[config.mk]
export PLATFORM = sky130hd
export DESIGN_NAME = fetch_stage_flat
export DESIGN_NICKNAME = d
export VERILOG_FILES = /design/src/rtl/fetch_if.sv /design/src/rtl/fetch_stage.sv /design/src/flat_wrapper.sv
export SDC_FILE = /design/constraint.sdc
export NUM_CORES = 1
export LEC_CHECK = 0
export ABC_AREA = 1
export BUFFER_PORTS_ARGS = -buffer_cell sky130_fd_sc_hd__buf_2
export CAP_MARGIN = 40
export CORE_ASPECT_RATIO = 1.1
export CORE_MARGIN = 10
export CORE_UTILIZATION = 56
export DETAILED_ROUTE_END_ITERATION = 16
export GPL_TIMING_DRIVEN = 0
export PLACE_DENSITY = 0.95
export SETUP_SLACK_MARGIN = 0.05
export SYNTH_ARGS = -nofsm -noshare
export SYNTH_HDL_FRONTEND = slang
export SYNTH_SLANG_ARGS = --single-unit
[constraint.sdc]
create_clock -name clk -period 2.5 [get_ports clk]
set_input_delay 0.125 -clock clk [delete_from_list [all_inputs] [get_ports clk]]
set_output_delay 0.125 -clock clk [all_outputs]
set_load 0.02 [all_outputs]
[src/rtl/fetch_if.sv]
// fetch_if: bundle between the instruction-fetch stage and its environment
// (hazard unit, branch resolution, instruction memory, decode stage).
//   stall, flush, target_pc, inst_in : into fetch
//   pc_out, if_id_inst, if_id_pc,
//   if_id_valid, halted, trap         : out of fetch
// Modport slave is the fetch stage; modport master is the environment driving it.
interface fetch_if #(
  parameter int unsigned bit_width = 32
);
  logic                 stall;
  logic                 flush;
  logic [bit_width-1:0] target_pc;
  logic [bit_width-1:0] inst_in;
  logic [bit_width-1:0] pc_out;
  logic [bit_width-1:0] if_id_inst;
  logic [bit_width-1:0] if_id_pc;
  logic                 if_id_valid;
  logic                 halted;
  logic                 trap;

  modport master (
    output stall, flush, target_pc, inst_in,
    input  pc_out, if_id_inst, if_id_pc, if_id_valid, halted, trap
  );

  modport slave (
    input  stall, flush, target_pc, inst_in,
    output pc_out, if_id_inst, if_id_pc, if_id_valid, halted, trap
  );
endinterface

[src/rtl/fetch_stage.sv]
// fetch_stage: instruction-fetch stage. Holds the word-addressed PC, drives the
// IM address, and registers the combinationally-read instruction into IF/ID.
// Priority per edge: flush > stall > halted > (illegal-PC trap) > normal.
// Ports:
//   clk  - clock, all state on the rising edge
//   rst  - asynchronous active-low reset
//   fif  - fetch_if.slave (stall/flush/target_pc/inst_in in; pc_out, IF/ID
//          fields, halted, trap out)
// Optional feature: define INVALID_PC_TRAP_EN to redirect PCs >= IM_DEPTH to
// TRAP_VEC with a one-cycle trap pulse; otherwise trap is tied low.
module fetch_stage #(
  parameter int unsigned          bit_width = 32,
  parameter logic [bit_width-1:0] RESET_PC  = '0,
  parameter int unsigned          IM_DEPTH  = 1024,
  parameter int unsigned          TRAP_VEC  = 254,
  parameter logic [bit_width-1:0] HLT_WORD  = bit_width'(32'hFC000000)
) (
  input  logic    clk,
  input  logic    rst,
  fetch_if.slave  fif
);

  // Parameter sanity: the trap vector must itself be a fetchable address.
  if (IM_DEPTH == 0) begin : g_bad_depth
    $error("fetch_stage: IM_DEPTH must be nonzero");
  end
  if (TRAP_VEC >= IM_DEPTH) begin : g_bad_vec
    $error("fetch_stage: TRAP_VEC must lie below IM_DEPTH");
  end

  typedef enum logic {
    RUN  = 1'b0,
    HALT = 1'b1
  } state_e;

  state_e               state_q, state_d;
  logic [bit_width-1:0] pc_q, pc_d;
  logic [bit_width-1:0] inst_q, inst_d;
  logic [bit_width-1:0] ifpc_q, ifpc_d;
  logic                 valid_q, valid_d;
  logic                 trap_q, trap_d;
  logic                 oob_c;

`ifdef INVALID_PC_TRAP_EN
  assign oob_c = (pc_q >= bit_width'(IM_DEPTH));
`else
  assign oob_c = 1'b0;
`endif

  // Next-state / next-output logic.
  always_comb begin
    state_d = state_q;
    pc_d    = pc_q;
    inst_d  = inst_q;
    ifpc_d  = ifpc_q;
    valid_d = valid_q;
    trap_d  = 1'b0;

    if (fif.flush) begin
      // Redirect wins even over stall; any wrong-path hlt is cancelled.
      pc_d    = fif.target_pc;
      inst_d  = '0;
      ifpc_d  = '0;
      valid_d = 1'b0;
      state_d = RUN;
    end else if (fif.stall) begin
      // Hold everything (defaults).
    end else if (state_q == HALT) begin
      inst_d  = '0;
      ifpc_d  = '0;
      valid_d = 1'b0;
    end else if (oob_c) begin
      // Illegal PC: ignore IM data, inject NOP, vector to trap handler.
      inst_d  = '0;
      ifpc_d  = '0;
      valid_d = 1'b0;
      pc_d    = bit_width'(TRAP_VEC);
      trap_d  = 1'b1;
    end else begin
      inst_d  = fif.inst_in;
      ifpc_d  = pc_q;
      valid_d = 1'b1;
      if (fif.inst_in == HLT_WORD) begin
        state_d = HALT;
      end else begin
        pc_d = pc_q + bit_width'(1);
      end
    end
  end

  // State and output registers.
  always_ff @(posedge clk or negedge rst) begin
    if (!rst) begin
      state_q <= RUN;
      pc_q    <= RESET_PC;
      inst_q  <= '0;
      ifpc_q  <= '0;
      valid_q <= 1'b0;
      trap_q  <= 1'b0;
    end else begin
      state_q <= state_d;
      pc_q    <= pc_d;
      inst_q  <= inst_d;
      ifpc_q  <= ifpc_d;
      valid_q <= valid_d;
      trap_q  <= trap_d;
    end
  end

  assign fif.pc_out      = pc_q;
  assign fif.if_id_inst  = inst_q;
  assign fif.if_id_pc    = ifpc_q;
  assign fif.if_id_valid = valid_q;
  assign fif.halted      = (state_q == HALT);
`ifdef INVALID_PC_TRAP_EN
  assign fif.trap        = trap_q;
`else
  assign fif.trap        = 1'b0;
`endif

endmodule

[src/flat_wrapper.sv]
// flat-port wrapper written by rule: the top's interface ports become plain ports
module fetch_stage_flat 
#(
  parameter int unsigned          bit_width = 32,
  parameter logic [bit_width-1:0] RESET_PC  = '0,
  parameter int unsigned          IM_DEPTH  = 1024,
  parameter int unsigned          TRAP_VEC  = 254,
  parameter logic [bit_width-1:0] HLT_WORD  = bit_width'(32'hFC000000)
)
  (clk, rst, fif_stall, fif_flush, fif_target_pc, fif_inst_in, fif_pc_out, fif_if_id_inst, fif_if_id_pc, fif_if_id_valid, fif_halted, fif_trap);
  fetch_if #(.bit_width(bit_width)) fif_i ();
  input  logic clk;
  input  logic rst;
  input wire logic [$bits(fif_i.stall)-1:0] fif_stall;
  input wire logic [$bits(fif_i.flush)-1:0] fif_flush;
  input wire logic [$bits(fif_i.target_pc)-1:0] fif_target_pc;
  input wire logic [$bits(fif_i.inst_in)-1:0] fif_inst_in;
  output wire logic [$bits(fif_i.pc_out)-1:0] fif_pc_out;
  output wire logic [$bits(fif_i.if_id_inst)-1:0] fif_if_id_inst;
  output wire logic [$bits(fif_i.if_id_pc)-1:0] fif_if_id_pc;
  output wire logic [$bits(fif_i.if_id_valid)-1:0] fif_if_id_valid;
  output wire logic [$bits(fif_i.halted)-1:0] fif_halted;
  output wire logic [$bits(fif_i.trap)-1:0] fif_trap;
  assign fif_i.stall = fif_stall;
  assign fif_i.flush = fif_flush;
  assign fif_i.target_pc = fif_target_pc;
  assign fif_i.inst_in = fif_inst_in;
  assign fif_pc_out = fif_i.pc_out;
  assign fif_if_id_inst = fif_i.if_id_inst;
  assign fif_if_id_pc = fif_i.if_id_pc;
  assign fif_if_id_valid = fif_i.if_id_valid;
  assign fif_halted = fif_i.halted;
  assign fif_trap = fif_i.trap;
  fetch_stage #(.bit_width(bit_width), .RESET_PC(RESET_PC), .IM_DEPTH(IM_DEPTH), .TRAP_VEC(TRAP_VEC), .HLT_WORD(HLT_WORD)) u_core (.clk(clk), .rst(rst), .fif(fif_i));
endmodule
; ---- After elaboration in Yosys (flattened, before gate mapping)
; Cells that the tools add are included.
[classes]
mux = 17
reduce_logical = 1
eq_ne = 4
n_addsub = 1
[op_table]
columns = operator, count
row1 = $mux 32, 10
row2 = $add 32x1->32 const B, 1
row3 = $eq 32x32->1 const B, 1
row4 = $mux 1, 7
row5 = $ne 2x2->1 const B, 2
row6 = $reduce_and 3->1, 1
row7 = $ne 2x1->1 const B, 1
[totals]
output_inout_bits = 99
in_bits = 68
ff_bits = 98

; ---- Depth between registers and ports, before layout
; Gate-level depths: netlist of the first run.
[logic_depth]
ltp_word = 5
ltp_mapped = 11

; ---- Least setup slack after synthesis of the first run
; No wires, ideal clock.
[synth_timing]
kind = register to register
from = register u_core.pc_q[1], in the netlist u_core.fif.pc_out[1]
to = register u_core.pc_q[30], in the netlist u_core.fif.pc_out[30]
setup_time_ps = 122
setup_slack_ps = 924
arrival_time_ps = 1455
stages_incl_launch_ff = 11
path_cell_list = dfrtp_1 ha_1 nand2_2 nor2_4 nand2_2 nor2_2 nand2_1 nand2_1 nand3_1 nand2_1 o21ai_1
[synth_via]
elab_chain_len = 5
[synth_rtl]
columns = element, line_no
row1 = from (decl), fetch_stage.sv:37  ; logic [bit_width-1:0] pc_q, pc_d;
row2 = from (signal assigned), fetch_stage.sv:102  ; pc_q <= pc_d;
row3 = $add 32x1->32, fetch_stage.sv:86  ; pc_d = pc_q + bit_width'(1);
row4 = $mux 32, fetch_stage.sv:83  ; if (fif.inst_in == HLT_WORD) begin
row5 = $mux 32, fetch_stage.sv:68  ; end else if (state_q == HALT) begin
row6 = $mux 32, fetch_stage.sv:66  ; end else if (fif.stall) begin
row7 = $mux 32, fetch_stage.sv:59  ; if (fif.flush) begin
; Every way passes these cells. The select of a mux whose other input is x is not followed.
; A chain may end at the register's enable or synchronous reset.

; ---- Worst setup path after layout of the first run
[layout_timing]
from = register u_core.pc_q[1], in the netlist u_core.fif.pc_out[1]
to = register u_core.pc_q[28], in the netlist u_core.fif.pc_out[28]
; Same word-level chain as after synthesis.

==> run_results.csv, run 1 <==
group,metric,value,unit
route,ant_nets,0,
worst_setup_path,cp.arrival,1.99,ns
route,wire_per_inst,17.32,um
layout,final_common_cell,"nand2_1",
min_path,worstHoldEndpoint,"u_core.fif.if_id_inst[26]$_DFFE_PN0P_",
clocking,htree_levels,3,
worst_setup_path,cp_max_fo,5,
timing,fmax,576.9,MHz
floorplanning,die_h,121.9,um
clocking,cts_tree,"done",
timing,drv_slew,0,
min_path,hold_start,"fif_inst_in[26]",
power,ir_worst_vdd,0.3718,mV
flow_run,max-cap-violations,0,
timing,max_slew.worst_pin.slew,0.6249,ns
min_path,whs_path_depth,2,
floorplanning,initial_core_util,56.80,%
timing,setup_tns,0,ns
timing,finalHoldViolations,2,
synthesis,ys_types,29,
timing,relSlewSlack,58.34,%
worst_setup_path,cp-end-kind,"flop",
worst_setup_path,crit_buf_inv,1,
clocking,cts_root_buf,"clkbuf_8",
worst_setup_path,r2r_start,"u_core.fif.pc_out[1]$_DFFE_PN0P_",
worst_setup_path,worstPathCellList,"ha_1, nand2_2, nor2_1, inv_1, nor2_1, nand2_1, nand2_1, nand3_1, nand2_1, o21ai_1",
synthesis,ys_ff_latch,98,
worst_setup_path,start_kind,"flop",
synthesis,syn_inst,712,
worst_setup_path,r2r_end,"u_core.fif.pc_out[28]$_DFFE_PN0P_",
clocking,cts.clk_slew.worst_paths,0.10,ns
run_status,status,"complete, but fails checks",
place,gp_congestion,0.9447,
timing,setup_viol,0,
synthesis,syn_area_per_cell,7.423,um2
route,met1Wirelength,6895,um
global_route,first_global_vias,5569,
timing,fin_crit_sh,69.34,%
clocking,clock_path_buffers,2,
timing,rsz0062_at_grt,"false",
timing,layout_setup_ws,0.7666,ns
route,via_per_inst,5.530,
worst_setup_path,cp_slowest_cell,"dfrtp_1",
layout,syn2layout_area_growth,25.12,%
worst_setup_path,ff2ff_path_depth,10,
min_path,hp-class,"in2reg",
clocking,post_cts_buffers,0,
route,wl,17650,um
timing,fin_crit,1.733,ns
timing,finClkSkew,0.01125,ns
worst_setup_path,cpMostUsedCell,"nand2_1",
global_route,grt.overflow.total,0,
worst_setup_path,critPathTopFamily,"simple AND/OR/NAND/NOR gates",
worst_setup_path,crit_type,"reg2reg",
clocking,clock_latency,0.37,ns
worst_setup_path,slowest_delay,0.43,ns
floorplanning,rows,37,
layout,fin_nets,965,
synthesis,seq_area_frac_synth,46.40,%
route,top_layer_used,"met4",
route,drt-initial-drc-count,505,
power,p_leak,3.464,nW
synthesis,syn_area,5285,um2
global_route,grt_usage,24.70,%
floorplanning,fp.dieW,112.6,um
place,pre_cts_ws,0.8141,ns
timing,hold-worst-slack,-0.003556,ns
floorplanning,core,9305,um2
route,vias,5635,
layout,fillers,768,
global_route,grt_first_pass_wirelength,27770,um
power,cellPowerDensity,615.8,nW/um2
worst_setup_path,reg2reg_setup_slack,0.77,ns
route,first_pass_iters,5,
global_route,antenna_found_initial,1,
synthesis,syn_nets,781,
floorplanning,die_area,13730,um2
layout,layout_common_cells,"190 x nand2_1, 169 x buf_2, 112 x nand3_1",
route,wl_met3,1583,um
synthesis,yosysWarnings,0,
clocking,cts_buffers,9,
route,wl_met2,8410,um
place,io_buffers,164,
floorplanning,ios,167,
route,drc,0,
global_route,grt_max_degree,64,
place,hpwl,13280,um
clocking,clock-sinks,98,
run_status,failed_checks,"negative hold slack",
layout,drive_gt1_share,25.53,%
worst_setup_path,worstPathRequired,2.76,ns
-- final cells by class --
class	instances	area, um2	area share, %
Antenna cell	1	2.502	0.03784
Buffer	32	157.7	2.384
Clock buffer	9	123.9	1.873
Clock inverter	7	123.9	1.873
Inverter	74	277.8	4.201
Multi-Input combinational cell	508	2397	36.25
Sequential cell	98	2452	37.09
Tap cell	117	146.4	2.214
Timing Repair Buffer	173	930.9	14.08
-- layer usage --
| layer | vias up | global-route usage, % |
|---|---|---|
| li1 | 2664 | - |
| met1 | 2603 | 29.99 |
| met2 | 303 | 39.41 |
| met3 | 65 | 6.932 |
| met4 | 0 | 12.86 |
| met5 | - | 0 |
-- power by group --
group          switching, W  total, W  internal (W)
Sequential         0.000151   0.00187       0.00172
Combinational      0.000638  0.000939      0.000300
Clock              0.000589   0.00126      0.000674
Total               0.00138   0.00407       0.00269
-- cell usage after synthesis, drive strengths merged --
master	count	area (um2)
or2	5	31.28
a32o	11	110.1
nor3	1	5.000
nand2	202	798.3
dfrtp	98	2452
o21ai	85	429.2
nor3b	1	7.510
nor2	79	369.1
clkinv	1	3.750
a21oi	2	10.01
xor2	4	35.03
clkbuf	16	60.06
nand4	3	18.77
ha	1	12.51
inv	73	274.0
buf	16	97.59
nand3	112	560.5
conb	1	3.750
and3	1	6.260
-- registers in the layout (all words and copies together), names as in the netlist --
signal / count
u_core.fif.if_id_inst: 32
u_core.fif.if_id_valid: 1
u_core.fif.halted: 1
u_core.fif.if_id_pc: 32
u_core.fif.pc_out: 32
-- kinds of logic after synthesis --
kind of cell               synth area share, %
buffers and inverters                    8.238
xor gates and xnor gates                0.6628
other                                  0.07095
AOI/OAI and AO/OA                        10.39
and+or+nand+nor                          34.00
DFF                                      46.40
adders and majority gates               0.2367
-- metrics by stage --
stage	utilization [%]	area [um2]	cells	hold WS, ns	power (W)
6_report	71.06	6613	1019	-0.003556	0.004072
5_1_grt	71.06	6613	1019	0.01196	0.004244
3_5_place_dp	67.51	6282	994	0.1109	0.002812
3_3_place_gp	67.19	6252	993	0.3465	0.002784
2_1_floorplan	-	5285	712	-0.1706	0.002417
4_1_cts	71.04	6610	1018	0.001555	0.004061
-- how the worst max path moves through the flow --
stage / from / to / slack, ns / depth (start not counted)
2_1_floorplan: u_core.fif.pc_out[1]$_DFFE_PN0P_ / u_core.fif.pc_out[30]$_DFFE_PN0P_ / 0.92 / 10
3_3_place_gp: rst / u_core.fif.if_id_inst[29]$_DFFE_PN0P_ / 0.31 / 1
3_5_place_dp: u_core.fif.pc_out[1]$_DFFE_PN0P_ / u_core.fif.pc_out[28]$_DFFE_PN0P_ / 0.81 / 10
4_1_cts: u_core.fif.pc_out[1]$_DFFE_PN0P_ / u_core.fif.pc_out[28]$_DFFE_PN0P_ / 0.79 / 10
5_1_grt: u_core.fif.pc_out[1]$_DFFE_PN0P_ / u_core.fif.pc_out[22]$_DFFE_PN0P_ / 0.61 / 10
6_report: u_core.fif.pc_out[1]$_DFFE_PN0P_ / u_core.fif.pc_out[28]$_DFFE_PN0P_ / 0.77 / 10
-- timing repair --
item | in CTS | in global routing
endpoints found under the hold margin | 42 | 0
hold buffers | 8 | 0
resized for setup | 0 | 0
No activity file was read; power rests on OpenSTA's default activity.
==> inputs of run 2 (changes only) <==
--- a/config.mk
+++ b/config.mk
@@ -5,15 +5,15 @@
 export SDC_FILE = /design/constraint.sdc
 export NUM_CORES = 1
 export LEC_CHECK = 0
-export ABC_AREA = 1
+export ABC_AREA = 0
 export BUFFER_PORTS_ARGS = -buffer_cell sky130_fd_sc_hd__buf_2
 export CAP_MARGIN = 40
 export CORE_ASPECT_RATIO = 1.1
 export CORE_MARGIN = 10
-export CORE_UTILIZATION = 56
+export CORE_UTILIZATION = 49
 export DETAILED_ROUTE_END_ITERATION = 16
 export GPL_TIMING_DRIVEN = 0
-export PLACE_DENSITY = 0.95
+export PLACE_DENSITY = 0.91
 export SETUP_SLACK_MARGIN = 0.05
 export SYNTH_ARGS = -nofsm -noshare
 export SYNTH_HDL_FRONTEND = slang
==> constraint.sdc (replaced) <==
create_clock -name clk -period 1.75 [get_ports clk]
set_input_delay 0.0875 -clock clk [delete_from_list [all_inputs] [get_ports clk]]
set_output_delay 0.0875 -clock clk [all_outputs]
set_load 0.02 [all_outputs]
==> run 2 against run 1 <==
  * The flow finishes with violations (negative hold slack, negative setup slack)
  * Maximum frequency fell by 16%
  * Utilization rose by 7.8 points
  * Non-clock buffer count rose by 88
  * Die area fell by 5.8%
  * Hold slack improved by 0.0015 ns
  * Global-route usage rose by 2.3 points
  * Sequential power rose by 38%
  * Setup slack got worse by 1.1 ns
  * Largest power group unchanged
==> run_results.csv, run 2 <==
group,metric,value,unit
run_status,failed_checks,"negative hold slack, negative setup slack",
route,via_per_inst,6.538,
synthesis,synthFlopType,"dfrtp_1",
place,gp_congestion,0.8920,
place,pre_cts_ws,-0.4918,ns
worst_setup_path,cp.arrival,2.34,ns
clocking,cts_root_buf,"clkbuf_8",
min_path,hp-class,"in2reg",
worst_setup_path,critPathTopFamily,"simple AND/OR/NAND/NOR gates",
timing,drv_slew,0,
floorplanning,die_h,118.3,um
clocking,clock_path_buffers,2,
route,ant_nets,0,
place,place_area,5323,um2
floorplanning,ios,167,
clocking,cts.clk_slew.worst_paths,0.10,ns
synthesis,ys_types,41,
clocking,cts_buffers,9,
worst_setup_path,ff2ff_path_depth,6,
layout,drive_gt1_share,42.60,%
worst_setup_path,slowest_delay,0.44,ns
worst_setup_path,worstPathRequired,2.03,ns
layout,design_area,6700,um2
clocking,htree_levels,3,
route,first_pass_iters,8,
route,drt-initial-drc-count,673,
global_route,grt_max_degree,68,
synthesis,synth_top_area_share,56.98,%
timing,finClkSkew,0.02218,ns
route,drc,0,
global_route,grt_usage,27.03,%
clocking,cts_tree,"done",
power,ir_worst_vdd,0.6216,mV
route,wire_per_inst,25.08,um
worst_setup_path,cp_max_fo,6,
min_path,whs_path_depth,3,
global_route,grt_first_pass_wirelength,27660,um
worst_setup_path,r2r_start,"u_core.fif.pc_out[14]$_DFFE_PN0P_",
synthesis,synth_commonest_cells,"98 x dfrtp_1, 64 x a22o_1, 30 x o21ai_0",
worst_setup_path,cp_slowest_cell,"dfrtp_2",
timing,finalHoldViolations,1,
synthesis,yosysWarnings,0,
layout,layout_common_cells,"166 x buf_2, 81 x dfrtp_1, 64 x a22o_1",
worst_setup_path,reg2reg_setup_slack,-0.32,ns
synthesis,ys_ff_latch,98,
layout,syn2layout_area_growth,55.67,%
synthesis,synthArstFlopShare,100.0,%
clocking,clock_latency,0.38,ns
global_route,first_global_vias,5107,
worst_setup_path,crit_type,"reg2reg",
flow_run,max-cap-violations,0,
floorplanning,core,8496,um2
floorplanning,die_area,12940,um2
timing,setup_viol,18,
route,vias,5067,
synthesis,yosysMostFrequentCell,"dfrtp_1",
floorplanning,fp.dieW,109.4,um
synthesis,synth_edf_count,0,
timing,layout_setup_ws,-0.3190,ns
power,p_leak,3.214,nW
synthesis,syn_nets,451,
worst_setup_path,cp.depth,6,
run_status,status,"complete, but fails checks",
floorplanning,rows,35,
place,dp_cells,659,
synthesis,netlist_top_cells_area,"dfrtp_1 57%, a22o_1 13%, o21ai_0 3.5%, xor2_1 3.3%, nand2_1 2.4%",
worst_setup_path,cp-end-kind,"flop",
timing,max_slew.worst_pin.slew,0.6923,ns
clocking,clock-sinks,98,
layout,fin_nets,726,
place,io_buffers,165,
synthesis,seq_area_frac_synth,56.98,%
worst_setup_path,r2r_end,"u_core.fif.pc_out[25]$_DFFE_PN0P_",
synthesis,synth_area_leader_cell,"dfrtp_1",
timing,fin_crit,2.069,ns
timing,relSlewSlack,53.84,%
synthesis,syn_inst,382,
worst_setup_path,crit_buf_inv,1,
min_path,worstHoldEndpoint,"u_core.fif.pc_out[29]$_DFFE_PN0P_",
worst_setup_path,worstPathCellList,"nand4_1, buf_4, nor3_4, nand2_1, or3_1, a31oi_1",
global_route,grt.overflow.total,0,
min_path,hold_start,"fif_target_pc[29]",
global_route,antenna_found_initial,1,
route,wl,19440,um
floorplanning,initial_core_util,50.66,%
timing,rsz0062_at_grt,"true",
synthesis,syn_area,4304,um2
worst_setup_path,start_kind,"flop",
power,cellPowerDensity,789.8,nW/um2
synthesis,syn_area_per_cell,11.27,um2
timing,fmax,483.3,MHz
timing,hold-worst-slack,-0.002028,ns
layout,final_common_cell,"buf_2",
layout,layout.cells.non_filler,775,
timing,setup_tns,-2.393,ns
timing,fin_crit_sh,118.2,%
place,hpwl,10360,um
==> run 2: how the worst max path moves through the flow <==
stage / startpoint / endpoint / slack [ns]
after detailed placement: fif_inst_in[3] / u_core.fif.pc_out[5]$_DFFE_PN0P_ / -0.49
after global placement: rst / u_core.fif.pc_out[13]$_DFFE_PN0P_ / -0.43
final: u_core.fif.pc_out[14]$_DFFE_PN0P_ / u_core.fif.pc_out[25]$_DFFE_PN0P_ / -0.32
after floorplan: u_core.fif.pc_out[12]$_DFFE_PN0P_ / u_core.fif.pc_out[30]$_DFFE_PN0P_ / -0.12
after global routing: u_core.fif.pc_out[14]$_DFFE_PN0P_ / u_core.fif.pc_out[25]$_DFFE_PN0P_ / -0.49
after CTS: u_core.fif.pc_out[2]$_DFFE_PN0P_ / u_core.fif.pc_out[18]$_DFFE_PN0P_ / -0.003
==> run 2: metrics by stage <==
step / power, W / util, %
after floorplan: 0.003088 / -
after global placement: 0.003482 / 62.30
after detailed placement: 0.003526 / 62.65
after CTS: 0.005134 / 75.60
after global routing: 0.005449 / 78.87
final: 0.005292 / 78.87
==> run 2: layer usage <==
layer / routed length (um) / share of wire, % / GRT usage, %
met1: 6314 / 32 / 30.77
met2: 8917 / 46 / 43.87
met3: 2430 / 13 / 7.391
met4: 1776 / 9.1 / 16.04
met5: 0 / 0 / 0
==> run 2: area by class of cell <==
type,instances,area (um2)
well taps,111,138.9
plain buffers,29,155.1
repair buffers,264,1777
clock inverters,7,68.82
flip-flops and latches,98,2474
fillers,474,1795
inverters,4,15.01
diodes,2,5.005
multi-input cells,251,1943
clock buffers,9,123.9
==> run 2: where the power goes <==
group	total, W	internal [W]	switching (W)
combinational	0.00122	0.000485	0.000732
clock	0.00149	0.000563	0.000928
sequential	0.00258	0.00243	0.000152
==> run 2: worst reg2reg max path, stage by stage, from the launching register on <==
cell and delay [ns]:
dfrtp_2 0.44, nand4_1 0.21, buf_4 0.21, nor3_4 0.31
nand2_1 0.18, or3_1 0.38, a31oi_1 0.25
==> run 2: repair_timing <==
action	in CTS	in global routing
gates cloned	1	0
buffers inserted	26	10
endpoints found under the setup margin	74	67
hold endpoints to repair	92	0
resized for setup	32	60
hold buffers	62	0
pin swaps	13	18
==> run 2: cell families after synthesis <==
| group | after synthesis | share of synthesized area [%] |
|---|---|---|
| compound gates | 128 | 22.59 |
| simple gates | 101 | 12.91 |
| flops | 98 | 56.98 |
| buf+inv | 33 | 3.023 |
| xor+xnor | 18 | 3.663 |
| mux | 2 | 0.4651 |
| fa+ha+maj | 1 | 0.2907 |
| other cells | 1 | 0.08713 |
